### config.mk
export PLATFORM = sky130hd
export DESIGN_NAME = serial_char_tx
export DESIGN_NICKNAME = d
export VERILOG_FILES = /design/src/rtl/serial_link_pkg.sv /design/src/rtl/bit_timer.sv /design/src/rtl/serial_char_tx.sv
export SDC_FILE = /design/constraint.sdc
export NUM_CORES = 1
export LEC_CHECK = 0
export ABC_CLOCK_PERIOD_IN_PS = 1600
export CAP_MARGIN = 20
export CORE_AREA = 2 2 57 59
export CTS_CLUSTER_DIAMETER = 80
export DETAILED_ROUTE_END_ITERATION = 10
export DIE_AREA = 0 0 59 61
export PLACE_DENSITY = 0.73
export SLEW_MARGIN = 5
export SYNTH_ARGS = -nofsm -noshare
export SYNTH_HDL_FRONTEND = slang
export SYNTH_SLANG_ARGS = --single-unit
### constraint.sdc
create_clock -name clk -period 1.6 [get_ports clk]
set_input_delay 0.16 -clock clk [delete_from_list [all_inputs] [get_ports clk]]
set_output_delay 0.16 -clock clk [all_outputs]
set_load 0.005 [all_outputs]
### src/rtl/serial_link_pkg.sv
// Shared definitions for the serial character link (transmitter and receiver).
package serial_link_pkg;

  // Frame sequencer states, common to both ends of the link.
  typedef enum logic [2:0] {
    IDLE   = 3'd0,
    START  = 3'd1,
    DATA   = 3'd2,
    PARITY = 3'd3,
    STOP   = 3'd4
  } link_state_e;

  localparam int   DATA_BITS   = 8;
  localparam logic IDLE_LEVEL  = 1'b1;  // line level when idle, also the stop bit
  localparam logic START_LEVEL = 1'b0;

  // Even parity: XOR of the data bits, so the total count of ones including
  // the parity bit is even.
  function automatic logic even_parity(input logic [DATA_BITS-1:0] d);
    return ^d;
  endfunction

endpackage

### src/rtl/bit_timer.sv
// Bit-period timer: counts CLKS_PER_BIT cycles and strobes at the end of
// each period. Held at zero while restart is high; it also wraps to zero at
// every period end, so each state entry begins a fresh period.
module bit_timer #(
  parameter int CLKS_PER_BIT = 16
) (
  input  logic clk,
  input  logic reset,
  input  logic restart,
  output logic bit_done,      // last cycle of the current bit period
  output logic bit_near_done  // cycle just before the last one
);

  localparam int CW = $clog2(CLKS_PER_BIT);
  localparam logic [CW-1:0] LAST = CW'(CLKS_PER_BIT - 1);
  localparam logic [CW-1:0] PRE  = CW'(CLKS_PER_BIT - 2);

  logic [CW-1:0] cnt;

  // Period counter: cleared by restart or at period end, else increments.
  always_ff @(posedge clk or posedge reset) begin
    if (reset) begin
      cnt <= '0;
    end else if (restart || (cnt == LAST)) begin
      cnt <= '0;
    end else begin
      cnt <= cnt + 1'b1;
    end
  end

  assign bit_done      = (cnt == LAST);
  assign bit_near_done = (cnt == PRE);

endmodule

### src/rtl/serial_char_tx.sv
// Serial character transmitter: a one-byte holding register fed by the
// processor, and a frame sequencer that shifts out start, 8 data bits LSB
// first, optional even parity, and stop. All outputs are registered.
//
// Handshake: a byte is offered by pulsing load with parallel_out valid. It is
// accepted when the holding register is empty, or in the same cycle the held
// byte moves into the shift register; any other load is dropped and sets the
// sticky overrun flag. hold_full acts as the "not ready" indication.
module serial_char_tx
  import serial_link_pkg::*;
#(
  parameter int CLKS_PER_BIT = 16,
  parameter bit PARITY_EN    = 1'b0
) (
  input  logic       clk,
  input  logic       reset,
  input  logic [7:0] parallel_out,
  input  logic       load,
  input  logic       transmit_enable,
  output logic       tx,
  output logic       char_sent,
  output logic       busy,
  output logic       hold_full,
  output logic       overrun
);

  localparam logic [2:0] LAST_IDX = 3'(DATA_BITS - 1);

  link_state_e          state;
  logic [DATA_BITS-1:0] hold_reg;
  logic [DATA_BITS-1:0] shift_reg;
  logic [2:0]           bit_idx;
  logic                 parity_bit;

  logic bit_done;
  logic bit_near_done;
  logic take;
  logic load_ok;

  // The timer idles at zero; it starts counting on entry to START.
  bit_timer #(
    .CLKS_PER_BIT(CLKS_PER_BIT)
  ) u_bit_timer (
    .clk          (clk),
    .reset        (reset),
    .restart      (state == IDLE),
    .bit_done     (bit_done),
    .bit_near_done(bit_near_done)
  );

  // Held byte moves to the shift register either from IDLE or at the very
  // end of a stop bit, which gives back-to-back frames with no gap.
  assign take    = hold_full && transmit_enable &&
                   ((state == IDLE) || ((state == STOP) && bit_done));
  assign load_ok = load && (!hold_full || take);

  // Holding register and the sticky overrun flag.
  always_ff @(posedge clk or posedge reset) begin
    if (reset) begin
      hold_reg  <= '0;
      hold_full <= 1'b0;
      overrun   <= 1'b0;
    end else begin
      if (load_ok) begin
        hold_reg  <= parallel_out;
        hold_full <= 1'b1;
      end else if (take) begin
        hold_full <= 1'b0;
      end
      if (load && !load_ok) begin
        overrun <= 1'b1;
      end
    end
  end

  // Frame sequencer with registered line, busy and char_sent outputs.
  always_ff @(posedge clk or posedge reset) begin
    if (reset) begin
      state      <= IDLE;
      tx         <= IDLE_LEVEL;
      busy       <= 1'b0;
      char_sent  <= 1'b0;
      shift_reg  <= '0;
      bit_idx    <= '0;
      parity_bit <= 1'b0;
    end else begin
      // High exactly during the final cycle of the stop bit.
      char_sent <= (state == STOP) && bit_near_done;
      if (take) begin
        state      <= START;
        tx         <= START_LEVEL;
        busy       <= 1'b1;
        shift_reg  <= hold_reg;
        parity_bit <= even_parity(hold_reg);
        bit_idx    <= '0;
      end else begin
        case (state)
          IDLE: begin
            tx   <= IDLE_LEVEL;
            busy <= 1'b0;
          end
          START: begin
            if (bit_done) begin
              state <= DATA;
              tx    <= shift_reg[0];
            end
          end
          DATA: begin
            if (bit_done) begin
              if (bit_idx == LAST_IDX) begin
                if (PARITY_EN) begin
                  state <= PARITY;
                  tx    <= parity_bit;
                end else begin
                  state <= STOP;
                  tx    <= IDLE_LEVEL;
                end
              end else begin
                bit_idx   <= bit_idx + 3'd1;
                shift_reg <= {1'b0, shift_reg[DATA_BITS-1:1]};
                tx        <= shift_reg[1];
              end
            end
          end
          PARITY: begin
            if (bit_done) begin
              state <= STOP;
              tx    <= IDLE_LEVEL;
            end
          end
          STOP: begin
            if (bit_done) begin
              state <= IDLE;
              tx    <= IDLE_LEVEL;
              busy  <= 1'b0;
            end
          end
          default: begin
            state <= IDLE;
            tx    <= IDLE_LEVEL;
            busy  <= 1'b0;
          end
        endcase
      end
    end
  end

endmodule
==> impl_metrics.toml, run 1 <==
[status]
status = "complete, but fails checks"
violations = "negative setup slack"

[pwr]
power_switching_mw = 0.983
p_leak_nw = 0.925
p_sw_share_pct = 33.3
vdd_drop_max_uv = 755
comb_power_share_pct = 39.2
internal-power_mw = 1.97
p_clk_share_pct = 16.0
power.total_mw = 2.96
power_density_mw_per_mm2 = 1510
power_frac_seq_pct = 44.8

[floorplanning]
die_w_um = 59
io-pin-count = 17
core_area_mm2 = 0.00295
start_util_pct = 48.3
num_rows = 20
die_h_um = 61
dieArea_mm2 = 0.00360

[layout]
final.fill_count = 224
multiInputGateArea_um2 = 694
final_layout_size_suffix_gt1_share_pct = 35.9
final_common_cell = "dfrtp_1"
fin_cells = 200
final_nets = 182
syn_to_final_growth_pct = 37.2
antenna_cells = 0
regArea_um2 = 777
final_cell_mix = "dfrtp_1 (30), buf_4 (19), clkdlybuf4s50_1 (16), nor2_1 (12), mux2i_1 (9)"

[place]
placed_cells = 181
hpwl_um = 1760
portBuffers = 16
routabilityCongestion = 0.829
dpl_worst_slack_ns = -0.0766

[global_route]
antenna_found_initial = 0
grt_max_degree = 32
track_usage_pct = 18.6
grt_pass1_wl_um = 4840
grt_pass1_vias = 1107
grt-ovfl-total = 0

[worst_setup_path]
cp.required_ns = 1.82
reg2reg_depth = 5
crit_fanout = 8
arrival_ns = 1.85
crit_path_start_kind = "register"
rr_startpoint = "u_bit_timer.cnt[1]"
r2r_setup_slack_ns = -0.03
reg2reg_to = "hold_reg[5]"
end_kind = "register"
critical_path_class = "register to register"

[sta]
tns_ns = -0.135
hold_viol = 0
setup_viol = 5
finalCriticalPeriod_ns = 1.63
fmax_mhz = 613
hold_ws_ns = 0.205
worst_pin_slew_ns = 0.387
grt_setup_unrepaired = "yes"
clock_skew_ns = 0.00874
drv_slew = 0
period_share_pct = 102
setup_ws_ns = -0.0321
relSlewSlack_pct = 74.2

[synth]
yosysSeqAreaShare_pct = 54.5
synth-warning-count = 0
async_flop_share_pct = 100
avgSynthCellArea_um2 = 11.4
synthCells = 125
ys_ff_latch = 31
synth-edff-count = 0
syn_area_mm2 = 0.00143
syn_nets = 141
yosysUniqueCellTypes = 34
ys.flop_type = "dfrtp_1"

[route]
drt-initial-drc-count = 15
drc = 0
dr.pass1.iters = 5
vias = 1067
antenna_left = 0
vias_per_cell = 5.34
drt-wirelength-per-cell_um = 14.1
wl_um = 2820

[clocking]
h-tree-depth = 2
clk-insertion-delay-late_ns = 0.33
clk_path_buf_depth = 2
clkTransAtPathRegs_ns = 0.10
cts.sinks = 31
clockRootBuffer = "clkbuf_4"
cts_tree = "yes"
cts_made_buffers = 5

[job]
drv_cap = 0

[hold_path]
hold_path.class = "primary input to asynchronous set/reset pin"
## power by group through the flow
| stage | Sequential (mW) | Combinational [mW] | Clock (mW) |
|---|---|---|---|
| 3_3_place_gp | 1.30 | 0.884 | 0 |
| 3_5_place_dp | 1.31 | 0.922 | 0 |
| 2_1_floorplan | 1.29 | 0.613 | 0 |
| 6_report | 1.32 | 1.16 | 0.474 |
| 4_1_cts | 1.30 | 1.03 | 0.491 |
| 5_1_grt | 1.37 | 1.28 | 0.524 |
## synth_stat cells (2+ instances only)
library cell | n | area (um^2)
dfrtp_1 | 30 | 751
nor2_1 | 13 | 48.8
nand2_1 | 12 | 45.0
o21ai_0 | 11 | 55.1
mux2i_1 | 9 | 90.1
mux2_2 | 8 | 90.1
inv_1 | 5 | 18.8
ha_1 | 4 | 50.1
a21oi_1 | 3 | 15.0
buf_2 | 3 | 15.0
nand3b_1 | 2 | 15.0
nand4_1 | 2 | 12.5
xor2_1 | 2 | 17.5
## critical path: stages (launching register included)
cell      delay, ns
dfrtp_1        0.43
ha_4           0.19
nand3_4        0.10
a211oi_4       0.08
o21ai_4        0.34
mux2_2         0.38
## worst max path at each step
stage	from	end	depth (start not counted)
finish	u_bit_timer.cnt[1]	hold_reg[5]	5
global route	bit_idx[0]	bit_idx[2]	8
floorplan	u_bit_timer.cnt[0]	shift_reg[0]	6
CTS	u_bit_timer.cnt[1]	shift_reg[4]	7
global placement	u_bit_timer.cnt[0]	hold_reg[5]	5
detailed placement	u_bit_timer.cnt[1]	shift_reg[7]	6
## stage by stage
stage | instance area [um^2] | util, %
CTS | 1880 | 63.7
floorplan | 1430 | -
global placement | 1700 | 57.7
finish | 1960 | 66.3
detailed placement | 1700 | 57.7
global route | 1960 | 66.3
## area by class of cell
class	instances	share of cell area, %
Clock inverter	1	0.256
Timing Repair Buffer	39	18.7
Clock buffer	7	2.81
Inverter	5	0.959
Tap cell	33	2.11
Sequential cell	31	39.7
Multi-Input combinational cell	84	35.5
## per-layer routing
| layer | global-route usage, % | up-vias | part of all wire (%) |
|---|---|---|---|
| met5 | 0 | - | 0 |
| met4 | 8.12 | 0 | 3.3 |
| met3 | 6.82 | 9 | 4.2 |
| met2 | 32.4 | 26 | 52 |
| met1 | 20.5 | 515 | 41 |
| li1 | - | 517 | - |
## cells by family after synthesis
logic type,share of synthesized area (%)
mux,12.6
buf+inv,3.16
xor+xnor,1.84
fa+ha+maj,3.51
simple gates,12.1
flops,54.5
compound gates,12.3
## timing repair
| item | CTS | global route |
|---|---|---|
| setup buffers | 4 | 4 |
| setup endpoints to repair | 20 | 21 |
| resized for setup | 17 | 23 |
| hold buffers | 0 | 0 |
| cloned | 3 | 1 |
| pin swaps | 5 | 10 |
Power figures use the tool's default switching activity.
==> run 2, diff against run 1 <==
--- a/config.mk
+++ b/config.mk
@@ -11,7 +11,7 @@
 export CTS_CLUSTER_DIAMETER = 80
 export DETAILED_ROUTE_END_ITERATION = 10
 export DIE_AREA = 0 0 59 61
-export PLACE_DENSITY = 0.73
+export PLACE_DENSITY = 0.71
 export SLEW_MARGIN = 5
 export SYNTH_ARGS = -nofsm -noshare
 export SYNTH_HDL_FRONTEND = slang
==> impl_metrics.toml, run 2 (same netlist as run 1, synthesis figures left out) <==
[floorplanning]
dieArea_mm2 = 0.00360
core_area_mm2 = 0.00295
start_util_pct = 48.3
num_rows = 20
die_w_um = 59
io-pin-count = 17
die_h_um = 61

[worst_setup_path]
slowest_stage = "dfrtp_1"
cp.required_ns = 1.82
critPathMaxStageDelay_ns = 0.41
r2r_setup_slack_ns = -0.01
crit_path_start_kind = "register"
crit_start = "u_bit_timer.cnt[0]"
critical_path_class = "register to register"
arrival_ns = 1.83
crit_fanout = 8
end_kind = "register"
rr_startpoint = "u_bit_timer.cnt[0]"
cp_cell_sequence = "ha_4 -> nand3_4 -> a211oi_4 -> o21ai_4 -> mux2_4"

[global_route]
busiest_layer = "met2"
grt-ovfl-total = 0
grt_use_met3_pct = 7.68
grt_pass1_wl_um = 4750
gr-usage-met1_pct = 21.8
grt_pass1_vias = 1079
grtUsageMet2_pct = 29.8
grt_max_degree = 32
track_usage_pct = 18.7
antenna_found_initial = 0

[pwr]
power_density_mw_per_mm2 = 1570
power.total_mw = 2.98
vdd_drop_max_uv = 797
p_leak_nw = 0.918

[clocking]
cts_made_buffers = 5
clk-insertion-delay-late_ns = 0.34
clockRootBuffer = "clkbuf_4"
cts_tree = "yes"
clkTransAtPathRegs_ns = 0.11
h-tree-depth = 2
cts-hold-fix-buffers = 0
clk_path_buf_depth = 2
cts.sinks = 31

[layout]
fin_area_mm2 = 0.00190
antenna_cells = 0
final_nets = 177
fin_cells = 195
final.fill_count = 246
final_common_cell = "dfrtp_1"
final_cell_mix = "dfrtp_1 (30), clkdlybuf4s50_1 (15), buf_4 (15), nor2_1 (12), nand2_1 (12)"
syn_to_final_growth_pct = 33.1
final_layout_size_suffix_gt1_share_pct = 29.6
post-route-util_pct = 64.3

[route]
vias = 1057
wl_um = 2850
antenna_left = 0
drc = 0
drt-initial-drc-count = 21
dr.pass1.iters = 4
drt-wirelength-per-cell_um = 14.6
vias_per_cell = 5.42

[place]
portBuffers = 16
dpl_worst_slack_ns = -0.00949
placed_area_mm2 = 0.00172
routabilityCongestion = 0.807
placed_cells = 183
hpwl_um = 1910

[status]
violations = "negative setup slack"
status = "complete, but fails checks"

[sta]
period_share_pct = 101
tns_ns = -0.0569
hold_ws_ns = 0.198
setup_ws_ns = -0.0109
drv_slew = 0
setup_viol = 8
grt_setup_unrepaired = "yes"
finalCriticalPeriod_ns = 1.61
clock_skew_ns = 0.0158
relSlewSlack_pct = 72.9
worst_pin_slew_ns = 0.406
hold_viol = 0
fmax_mhz = 621

[hold_path]
hold_path.class = "primary input to asynchronous set/reset pin"

[job]
drv_cap = 0
[run 2: cell types whose count changed in the layout (fill, tap and decap cells not counted), sizes merged]
cell,delta
buf,-4
clkbuf,-1
clkdlybuf4s50,-1
clkinv,-1
clkinvlp,+1
dlymetal6s2s,+1
[run 2: path summary, 6_finish.rpt]
check / cells after the start / end
setup / recovery: 5 / hold_reg[2]
hold / removal: 3 / u_bit_timer.cnt[0]
setup reg to reg: 5 / hold_reg[2]
hold reg to reg: 1 / overrun
max in group asynchronous: 3 / tx
min in group clk: 2 / hold_reg[6]
[run 2: layer usage]
metal / part of all wire [%] / vias to the layer above
met5: 0 / -
met4: 2.6 / 0
met3: 5.4 / 9
met2: 50 / 31
met1: 42 / 513
li1: - / 504
[run 2: final cells by class]
class / count / area [um^2] / share of cell area (%)
clock inverters: 1 / 7.51 / 0.396
flip-flops and latches: 31 / 777 / 40.9
multi-input cells: 84 / 671 / 35.3
clock buffers: 7 / 65.1 / 3.43
inverters: 5 / 18.8 / 0.989
repair buffers: 34 / 318 / 16.7
well taps: 33 / 41.3 / 2.18
[run 2: critical path: cells and delay by family, from the launching register on]
| kind | cells | cell delay, ns |
|---|---|---|
| mux | 1 | 0.33 |
| compound gates | 2 | 0.49 |
| fa+ha+maj | 1 | 0.17 |
| simple gates | 1 | 0.09 |
| flops | 1 | 0.41 |
[run 2: where the power goes]
| part | switching [mW] | internal [mW] |
|---|---|---|
| Sequential | 0.217 | 1.10 |
| Clock | 0.267 | 0.257 |
| Combinational | 0.483 | 0.650 |
| Total | 0.967 | 2.01 |
[run 2: repair_timing]
item / 4_1_cts / 5_1_grt
pin swaps: 4 / 4
setup buffers: 3 / 1
gates cloned: 0 / 1
endpoints found under the setup margin: 14 / 21
gates resized for setup: 11 / 16
